[config.mk]
export PLATFORM = sky130hd
export DESIGN_NAME = bsg_manycore_ver_link_retime_chain
export DESIGN_NICKNAME = d
export VERILOG_FILES = /design/src/rtl/bsg_ver_chain_pkg.sv /design/src/rtl/bsg_ver_chain_stage.sv /design/src/rtl/bsg_manycore_ver_link_retime_chain.sv
export SDC_FILE = /design/constraint.sdc
export NUM_CORES = 1
export LEC_CHECK = 0
export ABC_AREA = 1
export CAP_MARGIN = 20
export CORE_ASPECT_RATIO = 1.5
export CORE_MARGIN = 2
export CORE_UTILIZATION = 55
export CTS_BUF_LIST = sky130_fd_sc_hd__clkbuf_16
export DETAILED_ROUTE_END_ITERATION = 7
export DONT_BUFFER_PORTS = 1
export HOLD_SLACK_MARGIN = 0.03
export PLACE_DENSITY = 0.78
export SYNTH_ARGS = -nofsm -noshare
export SYNTH_HDL_FRONTEND = slang
export SYNTH_SLANG_ARGS = --single-unit
[constraint.sdc]
create_clock -name clk_i -period 12.72 [get_ports clk_i]
set_input_delay 2.544 -clock clk_i [delete_from_list [all_inputs] [get_ports clk_i]]
set_output_delay 2.544 -clock clk_i [all_outputs]
set_load 0.1 [all_outputs]
[src/rtl/bsg_ver_chain_pkg.sv]
// Shared types and sizing helpers for the vertical link retime chain.
package bsg_ver_chain_pkg;

  typedef enum logic {
    e_dir_ns = 1'b0,
    e_dir_sn = 1'b1
  } dir_e;

  localparam int stall_cnt_width_gp = 32;

  // At least one bit so the passthrough build still has a legal occupancy port.
  function automatic int occ_width(input int num_stages);
    int w;
    w = $clog2(2 * num_stages + 1);
    return (w < 1) ? 1 : w;
  endfunction

endpackage

[src/rtl/bsg_ver_chain_stage.sv]
// One 2-entry elastic hop (two_fifo style): ready = !full, valid = !empty.
module bsg_ver_chain_stage
  import bsg_ver_chain_pkg::*;
  #(parameter int width_p = 64)
  (
    input  logic               clk_i,
    input  logic               reset_n_i,
    input  logic               v_i,
    input  logic [width_p-1:0] data_i,
    output logic               ready_and_o,
    output logic               v_o,
    output logic [width_p-1:0] data_o,
    input  logic               ready_and_i
  );

  logic [1:0][width_p-1:0] mem_r;
  logic wr_ptr_r, rd_ptr_r, full_r, empty_r;
  logic enq, deq;

  // Handshakes are held off while reset is asserted so nothing moves during reset.
  assign ready_and_o = reset_n_i & ~full_r;
  assign v_o         = reset_n_i & ~empty_r;
  assign data_o      = mem_r[rd_ptr_r];
  assign enq         = v_i & ready_and_o;
  assign deq         = v_o & ready_and_i;

  always_ff @(posedge clk_i) begin
    if (!reset_n_i) begin
      wr_ptr_r <= 1'b0;
      rd_ptr_r <= 1'b0;
      full_r   <= 1'b0;
      empty_r  <= 1'b1;
    end else begin
      if (enq) wr_ptr_r <= ~wr_ptr_r;
      if (deq) rd_ptr_r <= ~rd_ptr_r;
      if (enq & ~deq) begin
        empty_r <= 1'b0;
        full_r  <= ~empty_r;
      end else if (deq & ~enq) begin
        full_r  <= 1'b0;
        empty_r <= ~full_r;
      end
    end
  end

  always_ff @(posedge clk_i) begin
    if (enq) mem_r[wr_ptr_r] <= data_i;
  end

endmodule

[src/rtl/bsg_manycore_ver_link_retime_chain.sv]
// Multi-channel bidirectional vertical link retimer with occupancy tracking.
// Define BSG_VER_CHAIN_PERF_EN to add saturating per-channel/direction stall counters.
module bsg_manycore_ver_link_retime_chain
  import bsg_ver_chain_pkg::*;
  #(parameter int width_p      = 64,
    parameter int num_ch_p     = 2,
    parameter int num_stages_p = 2,
    localparam int occ_w_lp    = occ_width(num_stages_p))
  (
    input  logic                               clk_i,
    input  logic                               reset_n_i,
    input  logic [num_ch_p-1:0]                ns_v_i,
    input  logic [num_ch_p-1:0][width_p-1:0]   ns_data_i,
    output logic [num_ch_p-1:0]                ns_ready_and_o,
    output logic [num_ch_p-1:0]                ns_v_o,
    output logic [num_ch_p-1:0][width_p-1:0]   ns_data_o,
    input  logic [num_ch_p-1:0]                ns_ready_and_i,
    input  logic [num_ch_p-1:0]                sn_v_i,
    input  logic [num_ch_p-1:0][width_p-1:0]   sn_data_i,
    output logic [num_ch_p-1:0]                sn_ready_and_o,
    output logic [num_ch_p-1:0]                sn_v_o,
    output logic [num_ch_p-1:0][width_p-1:0]   sn_data_o,
    input  logic [num_ch_p-1:0]                sn_ready_and_i,
    output logic [num_ch_p-1:0][1:0][occ_w_lp-1:0] occ_o,
`ifdef BSG_VER_CHAIN_PERF_EN
    output logic [num_ch_p-1:0][1:0][stall_cnt_width_gp-1:0] stall_cnt_o,
`endif
    output logic                               idle_o
  );

  logic [num_ch_p-1:0][1:0]              v_in, ready_out, v_out, ready_in;
  logic [num_ch_p-1:0][1:0][width_p-1:0] data_in, data_out;

  for (genvar c = 0; c < num_ch_p; c++) begin : g_ch
    assign v_in[c][e_dir_ns]     = ns_v_i[c];
    assign data_in[c][e_dir_ns]  = ns_data_i[c];
    assign ready_in[c][e_dir_ns] = ns_ready_and_i[c];
    assign ns_ready_and_o[c]     = ready_out[c][e_dir_ns];
    assign ns_v_o[c]             = v_out[c][e_dir_ns];
    assign ns_data_o[c]          = data_out[c][e_dir_ns];

    assign v_in[c][e_dir_sn]     = sn_v_i[c];
    assign data_in[c][e_dir_sn]  = sn_data_i[c];
    assign ready_in[c][e_dir_sn] = sn_ready_and_i[c];
    assign sn_ready_and_o[c]     = ready_out[c][e_dir_sn];
    assign sn_v_o[c]             = v_out[c][e_dir_sn];
    assign sn_data_o[c]          = data_out[c][e_dir_sn];

    for (genvar d = 0; d < 2; d++) begin : g_dir
      logic [occ_w_lp-1:0] occ_q;

      if (num_stages_p == 0) begin : g_pass
        assign v_out[c][d]     = v_in[c][d];
        assign data_out[c][d]  = data_in[c][d];
        assign ready_out[c][d] = ready_in[c][d];
        assign occ_q           = '0;
      end else begin : g_chain
        logic [num_stages_p:0]              v_s, ready_s;
        logic [num_stages_p:0][width_p-1:0] data_s;
        logic                               in_hs, out_hs;

        assign v_s[0]                  = v_in[c][d];
        assign data_s[0]               = data_in[c][d];
        assign ready_out[c][d]         = ready_s[0];
        assign v_out[c][d]             = v_s[num_stages_p];
        assign data_out[c][d]          = data_s[num_stages_p];
        assign ready_s[num_stages_p]   = ready_in[c][d];

        for (genvar k = 0; k < num_stages_p; k++) begin : g_stage
          bsg_ver_chain_stage #(.width_p(width_p)) stage (
            .clk_i       (clk_i),
            .reset_n_i   (reset_n_i),
            .v_i         (v_s[k]),
            .data_i      (data_s[k]),
            .ready_and_o (ready_s[k]),
            .v_o         (v_s[k+1]),
            .data_o      (data_s[k+1]),
            .ready_and_i (ready_s[k+1])
          );
        end

        assign in_hs  = v_in[c][d] & ready_out[c][d];
        assign out_hs = v_out[c][d] & ready_in[c][d];

        // Capacity bounds the count, so it cannot overflow or underflow.
        always_ff @(posedge clk_i) begin
          if (!reset_n_i)
            occ_q <= '0;
          else if (in_hs & ~out_hs)
            occ_q <= occ_q + occ_w_lp'(1);
          else if (~in_hs & out_hs)
            occ_q <= occ_q - occ_w_lp'(1);
        end
      end

      assign occ_o[c][d] = reset_n_i ? occ_q : '0;

`ifdef BSG_VER_CHAIN_PERF_EN
      logic [stall_cnt_width_gp-1:0] stall_cnt_r;

      always_ff @(posedge clk_i) begin
        if (!reset_n_i)
          stall_cnt_r <= '0;
        else if (v_out[c][d] & ~ready_in[c][d] & ~(&stall_cnt_r))
          stall_cnt_r <= stall_cnt_r + stall_cnt_width_gp'(1);
      end

      assign stall_cnt_o[c][d] = reset_n_i ? stall_cnt_r : '0;
`endif
    end
  end

  assign idle_o = (occ_o == '0);

endmodule

==> results of run 1 <==
-- worst max-delay path: stages --
cell	delay, ns
sky130_fd_sc_hd__nand2_1	0.06
sky130_fd_sc_hd__inv_1	0.38
sky130_fd_sc_hd__nor2_1	0.70
sky130_fd_sc_hd__nand2_1	0.13
sky130_fd_sc_hd__nor2_2	0.87
-- worst paths after layout --
| kind | startpoint | end | slack, ns | cells after the start |
|---|---|---|---|---|
| setup / recovery | reset_n_i | idle_o | 5.46 | 5 |
| hold / removal | flop | flop | 0.47 | 1 |
| setup reg to reg | flop | g_ch[0].g_dir[1].g_chain.g_stage[1].stage.mem_r[7]$_DFFE_PP_ | 10.44 | 4 |
| hold reg to reg | flop | flop | 0.47 | 1 |
-- flip-flops by register name, summed over array words and instances (netlist names) --
register	cells
g_ch.g_dir.g_chain.g_stage.stage.wr_ptr_r	8
g_ch.g_dir.occ_q	12
g_ch.g_dir.g_chain.g_stage.stage.empty_r	8
g_ch.g_dir.g_chain.g_stage.stage.full_r	8
g_ch.g_dir.g_chain.g_stage.stage.mem_r	1024
g_ch.g_dir.g_chain.g_stage.stage.rd_ptr_r	8
-- layer usage --
metal  GRT usage  wire, um  share of wire  vias up
met5           0        82         0.0010        -
met4      0.0857      3060          0.039       12
met3      0.0767      8380           0.11      174
met2       0.353     40100           0.51      798
met1       0.215     27000           0.34    10100
li1            -         -              -    10100
-- cells by family after synthesis --
kind of cell,Yosys count,synth area share
simple gates,1667,0.152
flops,1068,0.765
buf+inv,457,0.0687
compound gates,56,0.00727
fa+ha+maj,16,0.00557
xor+xnor,4,0.000847
-- area by class of cell --
class | instances | area share
antenna | 10 | 0.000575
clock buffer | 96 | 0.0552
clock inverter | 76 | 0.0157
inverter | 73 | 0.00630
multi-input combinational | 1743 | 0.161
sequential | 1068 | 0.727
tap | 1000 | 0.0287
timing repair buffer | 32 | 0.00552
-- through the flow --
step	cells	cell area, um^2
5_1_grt	4094	43500
4_1_cts	4088	43500
2_1_floorplan	3268	41300
6_report	4098	43500
3_5_place_dp	3916	40400
3_3_place_gp	3916	40400
-- power by group through the flow --
| stage | clock (mW) | combinational [mW] | sequential (mW) |
|---|---|---|---|
| global route | 2.99 | 0.921 | 4.09 |
| global placement | 0 | 0.854 | 4.15 |
| CTS | 2.86 | 0.875 | 4.08 |
| floorplan | 0 | 0.839 | 4.15 |
| finish | 2.80 | 0.869 | 4.08 |
| detailed placement | 0 | 0.872 | 4.16 |
-- synthesized netlist by cell type --
cell | n | area [um^2]
sky130_fd_sc_hd__a21oi_1 | 24 | 120
sky130_fd_sc_hd__buf_2 | 102 | 510
sky130_fd_sc_hd__buf_4 | 266 | 2000
sky130_fd_sc_hd__clkbuf_1 | 16 | 60.1
sky130_fd_sc_hd__dfxtp_1 | 44 | 881
sky130_fd_sc_hd__edfxtp_1 | 1024 | 30700
sky130_fd_sc_hd__fa_1 | 4 | 80.1
sky130_fd_sc_hd__ha_1 | 12 | 150
sky130_fd_sc_hd__inv_1 | 68 | 255
sky130_fd_sc_hd__inv_2 | 5 | 18.8
sky130_fd_sc_hd__nand2_1 | 1573 | 5900
sky130_fd_sc_hd__nand2_2 | 4 | 25.0
sky130_fd_sc_hd__nand3_1 | 14 | 70.1
sky130_fd_sc_hd__nand4_1 | 5 | 31.3
sky130_fd_sc_hd__nor2_1 | 71 | 267
sky130_fd_sc_hd__o21ai_0 | 16 | 80.1
sky130_fd_sc_hd__o21ai_1 | 8 | 40.0
sky130_fd_sc_hd__o31ai_1 | 8 | 60.1
sky130_fd_sc_hd__xor2_1 | 4 | 35.0
==> results_tabular.tex, run 1 <==
\begin{tabular}{lr}
\hline
Metric & Value \\
\hline
\multicolumn{2}{l}{\textbf{Outcome}} \\
Result of the run & complete, no violations \\
\multicolumn{2}{l}{\textbf{Global routing}} \\
Overflow left after global routing & 0 \\
Pin count of the biggest net entering global routing & 67 \\
Global-route wire length before repair & about 120 mm \\
Global router's overall resource usage & 0.200 \\
Via count of the first global-routing pass & 20900 \\
Number of antenna violations at the first check in global routing & 12 \\
\multicolumn{2}{l}{\textbf{Die}} \\
Row count & 123 \\
I/O pins & 543 \\
Die Outline Area & a little under 80000 um\^{}2 \\
Vertical die dimension & 340 um \\
Area of the core region & 74600 um\^{}2 \\
Width of the die & 228 um \\
Initial core utilization & 0.554 \\
\multicolumn{2}{l}{\textbf{Setup path}} \\
Critical path start-end classification & in2out \\
Kind of start point of the critical path & input port \\
Worst Setup End Kind & output pin \\
Required time worst endpoint & around 10 ns \\
Worst Path Max Fanout & 57 \\
Data arrival time at the worst-slack endpoint & 4.71 ns \\
\multicolumn{2}{l}{\textbf{Power and ir drop}} \\
Internal power & 5.71 mW \\
Clock power share & 0.361 \\
Post-layout power & slightly below 8 mW \\
Worst voltage drop across the vdd grid & 201 uV \\
Static Leak & 16.6 nW \\
Net switching fraction of the power & 0.263 \\
Areal power density over the cells & about 180 nW/um\^{}2 \\
Power share of the sequential group & 0.527 \\
Combinational power share & 0.112 \\
Switching power & 2.04 mW \\
\multicolumn{2}{l}{\textbf{Place}} \\
Port-buffer cells & 0 \\
Final RePlAce weighted congestion & 0.788 \\
Detailed placement HPWL & 48.9 mm \\
Post-placement setup slack & 5.46 ns \\
\multicolumn{2}{l}{\textbf{Timing}} \\
Final setup violation count & 0 \\
Max Transition Viols Final & 0 \\
Clock Skew & 0.0167 ns \\
Slew of the pin with the lowest slew margin & 1.12 ns \\
Period minus WS final & approximately 7.3 ns \\
Count of endpoints failing hold in the final timing report & 0 \\
F\_max & around 140 MHz \\
Worst hold slack after final layout & 0.474 ns \\
Final Worst Setup Slack & 5.46 ns \\
Setup\_tns & 0 ns \\
Rel. slew slack & 0.255 \\
Setup repair after global routing missed its margin & no \\
Post-route clock period utilization & 0.571 \\
\multicolumn{2}{l}{\textbf{Finish}} \\
Area occupied by registers & 31600 um\^{}2 \\
Area overhead of the layout relative to synthesis & 5.29\% \\
Most common library cell in the layout ignoring fill and taps & sky130\_fd\_sc\_hd\_\_nand2\_1 \\
Commonest cells after routing, fill and taps aside & 1573 x sky130\_fd\_sc\_hd\_\_nand2\_1, 1024 x sky130\_fd\_sc\_hd\_\_edfxtp\_1, 96 x sky130\_fd\_sc\_hd\_\_clkbuf\_16, 75 x sky130\_fd\_sc\_hd\_\_inv\_1, 46 x sky130\_fd\_sc\_hd\_\_nor2\_1 \\
Number of filler instances in the final layout & 5393 \\
Layout cells sized above 1 & 0.0699 \\
Fin util & 0.583 \\
Count of nets after finishing & $\sim$3300 \\
Total area of multi-input combinational cells & 7010 um\^{}2 \\
\multicolumn{2}{l}{\textbf{Clock tree}} \\
Buffers inserted during post-CTS setup optimization & 0 \\
Clock Latency Late Sink & 0.65 ns \\
CTS Hold Bufs & 0 \\
Number of CTS-inserted buffers & 94 \\
Longest Clk Path Bufs & 3 \\
CTS H-Tree Depth & 3 \\
TritonCTS sink count & 1068 \\
Clock tree root buffer cell & sky130\_fd\_sc\_hd\_\_clkbuf\_16 \\
TritonCTS clock tree & done \\
CTS-repair resized insts & 0 \\
Clk slew on worst S/H paths & 0.07 ns \\
\multicolumn{2}{l}{\textbf{Route}} \\
Detailed-route vias per instance & 5.18 \\
DR DRC count & 0 \\
Average wire per cell in the routed design & 19.2 um \\
Antenna-violating nets left & 0 \\
Final routed wirelength across all metal layers & 78.6 mm \\
Number of optimization iterations in the first detailed-route pass & 5 \\
Total number of vias & 21200 \\
Iteration-0 DRC count of the detailed router & 1317 \\
\multicolumn{2}{l}{\textbf{Yosys}} \\
Number of nets in the synthesized netlist & about 3600 \\
Number of standard cells after synthesis & 3268 \\
Post-synth cell types & 19 \\
Flop and latch count out of synthesis & 1068 \\
Per-instance average area after synthesis & between 10 and 15 um\^{}2 \\
Sequential area share after synthesis & 0.765 \\
Netlist area before placement & a little over 40000 um\^{}2 \\
Synthesis Warnings & 0 \\
\multicolumn{2}{l}{\textbf{Flow run}} \\
Number of maximum-capacitance constraint violations & 0 \\
\multicolumn{2}{l}{\textbf{Hold path}} \\
Worst hold path type & reg2reg \\
\hline
\end{tabular}
Power figures use the tool's default switching activity.
==> inputs of run 2 (changes only) <==
- ABC_AREA: 1 -> 0
- PLACE_DENSITY: 0.78 -> 0.81
- clock period: 12.72 -> 6.53 ns (I/O delays scaled with it)
==> run 2 against run 1 <==
Setup slack worse by 2.9 ns; first-iteration DRC count down 30%; via count down 22%; wire length down 5.4%; final area down 0.18%; flip-flop and latch count unchanged; combinational power up 74%; clock power up 98%; clock skew up 0.016 ns; die area down 0.48%; hold slack better by 0.068 ns; critical endpoint is now ns_data_o[25].
==> results_tabular.tex, run 2 <==
\begin{tabular}{lr}
\hline
Metric & Value \\
\hline
\multicolumn{2}{l}{\textbf{Clock tree}} \\
TritonCTS sink count & 1068 (unchanged) \\
Number of CTS-inserted buffers & 94 (unchanged) \\
Buffers inserted during post-CTS setup optimization & 0 (unchanged) \\
CTS H-Tree Depth & 3 (unchanged) \\
CTS Hold Bufs & 0 (unchanged) \\
CTS-repair resized insts & 0 (unchanged) \\
Clock Latency Late Sink & 0.66 ns (was 0.65 ns) \\
Longest Clk Path Bufs & 3 (unchanged) \\
Clk slew on worst S/H paths & 0.06 ns (was 0.07 ns) \\
TritonCTS clock tree & done (unchanged) \\
Clock tree root buffer cell & sky130\_fd\_sc\_hd\_\_clkbuf\_16 (unchanged) \\
\multicolumn{2}{l}{\textbf{Timing}} \\
Slew of the pin with the lowest slew margin & 1.18 ns (was 1.12 ns) \\
Count of endpoints failing hold in the final timing report & 0 (unchanged) \\
Rel. slew slack & 0.210 (was 0.255) \\
Final setup violation count & 0 (unchanged) \\
Period minus WS final & 3.98 ns \\
Worst hold slack after final layout & 0.542 ns (was 0.474 ns) \\
Max Transition Viols Final & 0 (unchanged) \\
Clock Skew & 0.0325 ns (was 0.0167 ns) \\
F\_max & approximately 250 MHz \\
Post-route clock period utilization & 0.610 \\
Setup repair after global routing missed its margin & no (unchanged) \\
Setup\_tns & 0 ns (unchanged) \\
\multicolumn{2}{l}{\textbf{Route}} \\
Iteration-0 DRC count of the detailed router & 925 (was 1317) \\
Total number of vias & 16500 (was 21200) \\
DR DRC count & 0 (unchanged) \\
Detailed-route vias per instance & 5.57 (was 5.18) \\
Final routed wirelength across all metal layers & 74.4 mm (was 78.6 mm) \\
Antenna-violating nets left & 0 (unchanged) \\
Average wire per cell in the routed design & 25.1 um (was 19.2 um) \\
Number of optimization iterations in the first detailed-route pass & 5 (unchanged) \\
\multicolumn{2}{l}{\textbf{Die}} \\
I/O pins & 543 (unchanged) \\
Row count & 122 (was 123) \\
Initial core utilization & 0.557 (was 0.554) \\
Die Outline Area & 77000 um\^{}2 (was 77400 um\^{}2) \\
Vertical die dimension & 339 um (was 340 um) \\
Width of the die & 227 um (was 228 um) \\
Area of the core region & 73900 um\^{}2 (was 74600 um\^{}2) \\
\multicolumn{2}{l}{\textbf{Yosys}} \\
Number of nets in the synthesized netlist & 2382 (was 3550) \\
Flop and latch count out of synthesis & 1068 (unchanged) \\
Per-instance average area after synthesis & 19.6 um\^{}2 (was 12.6 um\^{}2) \\
Post-synth top area share & 0.748 (was 0.744) \\
Sequential area share after synthesis & 0.769 (was 0.765) \\
Most used flip-flop cell after synthesis & sky130\_fd\_sc\_hd\_\_edfxtp\_1 (unchanged) \\
Post-synth cell types & 26 (was 19) \\
Count leader, synth & sky130\_fd\_sc\_hd\_\_edfxtp\_1 (was sky130\_fd\_sc\_hd\_\_nand2\_1) \\
Fraction of synthesis flops using an asynchronous set or reset pin & 0 (unchanged) \\
Netlist area before placement & 41100 um\^{}2 (was 41300 um\^{}2) \\
EDFF count, synth & 1024 (unchanged) \\
Number of standard cells after synthesis & 2100 (was 3268) \\
Synthesis Warnings & 0 (unchanged) \\
Synth top cells by count & 1024 x sky130\_fd\_sc\_hd\_\_edfxtp\_1, 512 x sky130\_fd\_sc\_hd\_\_mux2\_2, 304 x sky130\_fd\_sc\_hd\_\_buf\_4, 44 x sky130\_fd\_sc\_hd\_\_dfxtp\_1, 40 x sky130\_fd\_sc\_hd\_\_and2\_1 (was 1573 x sky130\_fd\_sc\_hd\_\_nand2\_1, 1024 x sky130\_fd\_sc\_hd\_\_edfxtp\_1, 266 x sky130\_fd\_sc\_hd\_\_buf\_4, 102 x sky130\_fd\_sc\_hd\_\_buf\_2, 71 x sky130\_fd\_sc\_hd\_\_nor2\_1) \\
Yosys top cell by area & sky130\_fd\_sc\_hd\_\_edfxtp\_1 (unchanged) \\
Top area cells in the synthesized netlist & sky130\_fd\_sc\_hd\_\_edfxtp\_1 75\%, sky130\_fd\_sc\_hd\_\_mux2\_2 14\%, sky130\_fd\_sc\_hd\_\_buf\_4 5.5\% (was sky130\_fd\_sc\_hd\_\_edfxtp\_1 74\%, sky130\_fd\_sc\_hd\_\_nand2\_1 14\%, sky130\_fd\_sc\_hd\_\_buf\_4 4.8\%) \\
\multicolumn{2}{l}{\textbf{Global routing}} \\
Overflow left after global routing & 0 (unchanged) \\
Global-route wire length before repair & 109 mm (was 118 mm) \\
Via count of the first global-routing pass & 17700 (was 20900) \\
Pin count of the biggest net entering global routing & 70 (was 67) \\
Global router's overall resource usage & 0.191 (was 0.200) \\
Number of antenna violations at the first check in global routing & 8 (was 12) \\
\multicolumn{2}{l}{\textbf{Finish}} \\
Largest register by flop count & g\_ch.g\_dir.g\_chain.g\_stage.stage.mem\_r (unchanged) \\
Most common library cell in the layout ignoring fill and taps & sky130\_fd\_sc\_hd\_\_edfxtp\_1 (was sky130\_fd\_sc\_hd\_\_nand2\_1) \\
Post-route insts no fill & 2963 (was 4098) \\
Commonest cells after routing, fill and taps aside & 1024 x sky130\_fd\_sc\_hd\_\_edfxtp\_1, 512 x sky130\_fd\_sc\_hd\_\_mux2\_2, 94 x sky130\_fd\_sc\_hd\_\_clkbuf\_16, 36 x sky130\_fd\_sc\_hd\_\_and2\_1, 36 x sky130\_fd\_sc\_hd\_\_dfxtp\_1 (was 1573 x sky130\_fd\_sc\_hd\_\_nand2\_1, 1024 x sky130\_fd\_sc\_hd\_\_edfxtp\_1, 96 x sky130\_fd\_sc\_hd\_\_clkbuf\_16, 75 x sky130\_fd\_sc\_hd\_\_inv\_1, 46 x sky130\_fd\_sc\_hd\_\_nor2\_1) \\
Flip-flop count of the largest register after layout & 1024 (unchanged) \\
Fin util & 0.588 (was 0.583) \\
Registers with the most flip-flops & g\_ch.g\_dir.g\_chain.g\_stage.stage.mem\_r (1024), g\_ch.g\_dir.occ\_q (12) (unchanged) \\
Layout cells sized above 1 & 0.358 (was 0.0699) \\
Count of nets after finishing & 2175 (was 3294) \\
Area overhead of the layout relative to synthesis & 5.62\% (was 5.29\%) \\
\multicolumn{2}{l}{\textbf{Setup path}} \\
Worst Setup End Kind & output pin (unchanged) \\
Data arrival time at the worst-slack endpoint & 2.67 ns (was 4.71 ns) \\
Required time worst endpoint & 5.22 ns (was 10.18 ns) \\
Critical path start-end classification & reg2out (was in2out) \\
Worst Path Max Fanout & 39 (was 57) \\
Kind of start point of the critical path & flop (was input port) \\
\multicolumn{2}{l}{\textbf{Power and ir drop}} \\
Clock power share & 0.370 (was 0.361) \\
Internal power & 11.3 mW (was 5.71 mW) \\
Static Leak & 14.0 nW (was 16.6 nW) \\
Net switching fraction of the power & 0.247 (was 0.263) \\
Post-layout power & 15.0 mW (was 7.75 mW) \\
Combinational power share & 0.101 (was 0.112) \\
Switching power & 3.70 mW (was 2.04 mW) \\
Power share of the sequential group & 0.529 (was 0.527) \\
Worst voltage drop across the vdd grid & 377 uV (was 201 uV) \\
Areal power density over the cells & 345 nW/um\^{}2 (was 178 nW/um\^{}2) \\
\multicolumn{2}{l}{\textbf{Place}} \\
Port-buffer cells & 0 (unchanged) \\
Final RePlAce weighted congestion & 0.789 (was 0.788) \\
Detailed placement HPWL & 47.8 mm (was 48.9 mm) \\
Post-Place Cells & 2788 (was 3916) \\
\multicolumn{2}{l}{\textbf{Outcome}} \\
Result of the run & complete, no violations (unchanged) \\
\multicolumn{2}{l}{\textbf{Hold path}} \\
Worst hold path type & reg2reg (unchanged) \\
\multicolumn{2}{l}{\textbf{Flow run}} \\
Number of maximum-capacitance constraint violations & 0 (unchanged) \\
\hline
\end{tabular}
-- run 2: cell types whose count changed after synthesis, moves of 12 or more --
cell	previous run	this run
sky130_fd_sc_hd__o21ai_0	16	4
sky130_fd_sc_hd__nand2_1	1573	21
sky130_fd_sc_hd__mux2_2	0	512
sky130_fd_sc_hd__a21oi_1	24	0
sky130_fd_sc_hd__inv_1	68	8
sky130_fd_sc_hd__nand3_1	14	1
sky130_fd_sc_hd__xnor2_1	0	12
sky130_fd_sc_hd__and2_1	0	40
sky130_fd_sc_hd__nor2b_1	0	23
sky130_fd_sc_hd__buf_4	266	304
sky130_fd_sc_hd__buf_2	102	18
sky130_fd_sc_hd__clkbuf_1	16	4
sky130_fd_sc_hd__nor2_1	71	16
-- run 2: power by group through the flow --
stage	clock network, mW	logic [mW]	registers (mW)
2_1_floorplan	0	1.55	8.01
3_3_place_gp	0	1.48	8.05
3_5_place_dp	0	1.51	8.07
4_1_cts	5.65	1.52	7.93
5_1_grt	5.91	1.57	7.94
6_report	5.54	1.51	7.92
-- run 2: kinds of logic (layout without fill, tap and decap cells) --
logic type                 after synthesis  count (layout)  share of synthesized area
adders and majority gates               16              16                    0.00560
other                                    0               4                          0
DFF                                   1068            1068                      0.769
xor gates and xnor gates                24              24                    0.00511
buffers and inverters                  335             202                     0.0590
and+or+nand+nor                        121             121                     0.0165
muxes                                  516             516                      0.141
AOI/OAI and AO/OA                       20              20                    0.00365
-- run 2: final cells by class --
| type | instances | area [um^2] |
|---|---|---|
| antenna | 4 | 10.0 |
| inverter | 8 | 30.0 |
| clock inverter | 76 | 800 |
| sequential | 1068 | 31600 |
| tap | 992 | 1240 |
| multi-input combinational | 697 | 7170 |
| fill | 5073 | 30400 |
| clock buffer | 94 | 2350 |
| timing repair buffer | 24 | 196 |
-- run 2: worst max-delay path, stage by stage, from the launching register on --
cell and delay, ns:
sky130_fd_sc_hd__dfxtp_2 0.77, sky130_fd_sc_hd__buf_4 0.58, sky130_fd_sc_hd__mux2_2 0.64
-- run 2: worst paths after layout --
check,from,end,slack (ns),cells past startpoint
max reg2reg,flop,flop,3.41,4
min reg2reg,flop,flop,0.54,1
min,flop,flop,0.54,1
max,flop,ns_data_o[25],2.55,2
-- run 2: metal layers --
metal | global-route usage | wire, um | vias up | share of wire
met2 | 0.329 | 38400 | 638 | 0.52
met5 | 0 | 82 | - | 0.0011
met4 | 0.0791 | 2660 | 10 | 0.036
met3 | 0.0823 | 7910 | 137 | 0.11
met1 | 0.202 | 25400 | 8405 | 0.34
li1 | - | - | 7303 | -
-- run 2: through the flow --
| step | worst slack (ns) | instance area (um^2) |
|---|---|---|
| 2_1_floorplan | 1.53 | 41100 |
| 3_3_place_gp | 2.49 | 40300 |
| 3_5_place_dp | 2.43 | 40300 |
| 4_1_cts | 2.47 | 43400 |
| 5_1_grt | 2.40 | 43400 |
| 6_report | 2.55 | 43400 |
==> inputs of run 3 (changes only) <==
- PLACE_DENSITY: 0.81 -> 0.78
- clock period: 6.53 -> 3.7 ns (I/O delays scaled with it)
==> run 3 against run 2 <==
Sequential power increased by 77%; die area unchanged; largest power group unchanged; critical endpoint is now sn_data_o[96]; first-iteration DRC count is 1.4% higher.
==> results_tabular.tex, run 3 (synthesis results as in run 2) <==
\begin{tabular}{lr}
\hline
Metric & Value \\
\hline
\multicolumn{2}{l}{\textbf{Outcome}} \\
Result of the run & complete, no violations (unchanged) \\
\multicolumn{2}{l}{\textbf{Clock tree}} \\
Clock tree root buffer cell & sky130\_fd\_sc\_hd\_\_clkbuf\_16 (unchanged) \\
CTS-repair resized insts & 0 (unchanged) \\
Buffers inserted during post-CTS setup optimization & 0 (unchanged) \\
TritonCTS sink count & 1068 (unchanged) \\
CTS H-Tree Depth & 3 (unchanged) \\
Clk slew on worst S/H paths & 0.06 ns (about the same) \\
TritonCTS clock tree & done (unchanged) \\
Longest Clk Path Bufs & 3 (unchanged) \\
Number of CTS-inserted buffers & 93 (was 94) \\
Clock Latency Late Sink & 0.63 ns (was 0.66 ns) \\
CTS Hold Bufs & 0 (unchanged) \\
\multicolumn{2}{l}{\textbf{Finish}} \\
Final design instance area without fill & 43600 um\^{}2 (was 43400 um\^{}2) \\
Layout cells sized above 1 & 0.365 (was 0.358) \\
Commonest cells after routing, fill and taps aside & 1024 x sky130\_fd\_sc\_hd\_\_edfxtp\_1, 512 x sky130\_fd\_sc\_hd\_\_mux2\_2, 94 x sky130\_fd\_sc\_hd\_\_clkbuf\_16, 39 x sky130\_fd\_sc\_hd\_\_buf\_4 (was 1024 x sky130\_fd\_sc\_hd\_\_edfxtp\_1, 512 x sky130\_fd\_sc\_hd\_\_mux2\_2, 94 x sky130\_fd\_sc\_hd\_\_clkbuf\_16, 36 x sky130\_fd\_sc\_hd\_\_and2\_1, 36 x sky130\_fd\_sc\_hd\_\_dfxtp\_1) \\
Flip-flop count of the largest register after layout & 1024 (unchanged) \\
Area overhead of the layout relative to synthesis & 5.87\% (was 5.62\%) \\
Largest register by flop count & g\_ch.g\_dir.g\_chain.g\_stage.stage.mem\_r (unchanged) \\
Registers with the most flip-flops & g\_ch.g\_dir.g\_chain.g\_stage.stage.mem\_r (1024), g\_ch.g\_dir.occ\_q (12) (unchanged) \\
Fin util & 0.589 (was 0.588) \\
Number of filler instances in the final layout & 5195 (was 5073) \\
Total area of multi-input combinational cells & 7160 um\^{}2 (was 7170 um\^{}2) \\
Most common library cell in the layout ignoring fill and taps & sky130\_fd\_sc\_hd\_\_edfxtp\_1 (unchanged) \\
Area occupied by registers & 31600 um\^{}2 (about the same) \\
Count of nets after finishing & 2199 (was 2175) \\
\multicolumn{2}{l}{\textbf{Timing}} \\
Setup\_tns & 0 ns (unchanged) \\
F\_max & 308 MHz \\
Setup repair after global routing missed its margin & no (unchanged) \\
Final setup violation count & 0 (unchanged) \\
Slew of the pin with the lowest slew margin & 1.07 ns (was 1.18 ns) \\
Max Transition Viols Final & 0 (unchanged) \\
Post-route clock period utilization & 0.879 \\
Rel. slew slack & 0.288 (was 0.210) \\
Clock Skew & 0.0211 ns (was 0.0325 ns) \\
Count of endpoints failing hold in the final timing report & 0 (unchanged) \\
Period minus WS final & between 3 and 4 ns \\
\multicolumn{2}{l}{\textbf{Global routing}} \\
Via count of the first global-routing pass & 17700 (about the same) \\
Number of antenna violations at the first check in global routing & 8 (unchanged) \\
Overflow left after global routing & 0 (unchanged) \\
Global-route wire length before repair & 109 mm (about the same) \\
Global Route met3 Usage & 0.0800 (was 0.0823) \\
Top Usage Layer GRT & met2 (unchanged) \\
Met1 GRT Util & 0.199 (was 0.202) \\
Global router's overall resource usage & 0.191 (about the same) \\
Met2 Resource Use GR & 0.325 (was 0.329) \\
Pin count of the biggest net entering global routing & 70 (unchanged) \\
\multicolumn{2}{l}{\textbf{Place}} \\
Final RePlAce weighted congestion & 0.862 (was 0.789) \\
Detailed placement HPWL & 49.7 mm (was 47.8 mm) \\
Port-buffer cells & 0 (unchanged) \\
Placed Area & 40600 um\^{}2 (was 40300 um\^{}2) \\
\multicolumn{2}{l}{\textbf{Setup path}} \\
Kind of start point of the critical path & flop (unchanged) \\
Flop2flop setup slack & 1.60 ns (was 3.41 ns) \\
Required time worst endpoint & 2.96 ns (was 5.22 ns) \\
Worst Setup End Kind & output pin (unchanged) \\
Data arrival time at the worst-slack endpoint & 2.51 ns (was 2.67 ns) \\
Critical path start-end classification & reg2out (unchanged) \\
Worst Path Max Fanout & 35 (was 39) \\
Reg-to-Reg End & g\_ch[1].g\_dir[1].occ\_q[2]\$\_SDFFE\_PN0P\_ \\
R2R cell count & 8 (was 4) \\
\multicolumn{2}{l}{\textbf{Power and ir drop}} \\
Static Leak & 14.0 nW (about the same) \\
Switching power & 6.49 mW (was 3.70 mW) \\
Power share of the sequential group & 0.536 (was 0.529) \\
Worst voltage drop across the vdd grid & 522 uV (was 377 uV) \\
Clock power share & 0.360 (was 0.370) \\
Internal power & 19.5 mW (was 11.3 mW) \\
Combinational power share & 0.104 (was 0.101) \\
Net switching fraction of the power & 0.249 (was 0.247) \\
Post-layout power & 26.0 mW (was 15.0 mW) \\
Areal power density over the cells & 598 nW/um\^{}2 (was 345 nW/um\^{}2) \\
\multicolumn{2}{l}{\textbf{Die}} \\
Area of the core region & 73900 um\^{}2 (unchanged) \\
Die Outline Area & 77000 um\^{}2 (unchanged) \\
I/O pins & 543 (unchanged) \\
Initial core utilization & 0.557 (unchanged) \\
Width of the die & 227 um (unchanged) \\
Vertical die dimension & 339 um (unchanged) \\
Row count & 122 (unchanged) \\
\multicolumn{2}{l}{\textbf{Hold path}} \\
Launch point of the worst hold path & sn\_data\_i[52] \\
Hold-critical path depth & 0 (was 1) \\
Worst hold path type & in2reg (was reg2reg) \\
\multicolumn{2}{l}{\textbf{Route}} \\
Total number of vias & 16600 (was 16500) \\
Final routed wirelength across all metal layers & 75.1 mm (was 74.4 mm) \\
Antenna-violating nets left & 0 (unchanged) \\
Number of optimization iterations in the first detailed-route pass & 5 (unchanged) \\
DR DRC count & 0 (unchanged) \\
Detailed-route vias per instance & 5.56 (was 5.57) \\
Average wire per cell in the routed design & 25.1 um (about the same) \\
Iteration-0 DRC count of the detailed router & 938 (was 925) \\
\multicolumn{2}{l}{\textbf{Flow run}} \\
Number of maximum-capacitance constraint violations & 0 (unchanged) \\
\hline
\end{tabular}
## run 3: worst max-delay path by stage
stage,from,to,slack (ns),depth (start not counted)
4_1_cts,flop,sn_data_o[96],0.38,2
2_1_floorplan,reset_n_i,g_ch[0].g_dir[0].g_chain.g_stage[0].stage.mem_r[0]$_DFFE_PP_,0.49,3
3_5_place_dp,flop,sn_data_o[104],1.10,2
6_report,flop,sn_data_o[96],0.45,2
5_1_grt,flop,sn_data_o[110],0.30,2
3_3_place_gp,reset_n_i,g_ch[0].g_dir[1].occ_q[2]$_SDFFE_PN0P_,1.16,8
## run 3: final cells by class
| class | count | area share |
|---|---|---|
| clock buffers | 94 | 0.0540 |
| well taps | 992 | 0.0285 |
| repair buffers | 49 | 0.0113 |
| multi-input cells | 697 | 0.164 |
| inverters | 8 | 0.000690 |
| clock inverters | 70 | 0.0140 |
| diodes | 8 | 0.000460 |
| flip-flops and latches | 1068 | 0.727 |
## run 3: worst max-delay path: stages, from the launching register on
cell	delay [ns]
sky130_fd_sc_hd__dfxtp_2	0.73
sky130_fd_sc_hd__buf_4	0.50
sky130_fd_sc_hd__mux2_2	0.62
## run 3: through the flow
stage	instances	hold slack [ns]	setup slack, ns
after floorplan	2100	0.475	0.494
after global placement	2814	0.492	1.16
after detailed placement	2814	0.508	1.10
after CTS	2978	0.130	0.382
after global routing	2986	0.135	0.303
final	2986	0.188	0.449
## run 3: metal layers
layer  wire length [um]  share of wire
met1              25700           0.34
met2              38100           0.51
met3               7820           0.10
met4               3380          0.045
met5                 40        0.00053
## run 3: power by group through the flow
stage	sequential [mW]	clock, mW	combinational (mW)
after global placement	14.2	0	2.66
final	14.0	9.37	2.70
after detailed placement	14.2	0	2.71
after floorplan	14.1	0	2.73
after global routing	14.0	10.0	2.80
after CTS	14.0	9.60	2.72
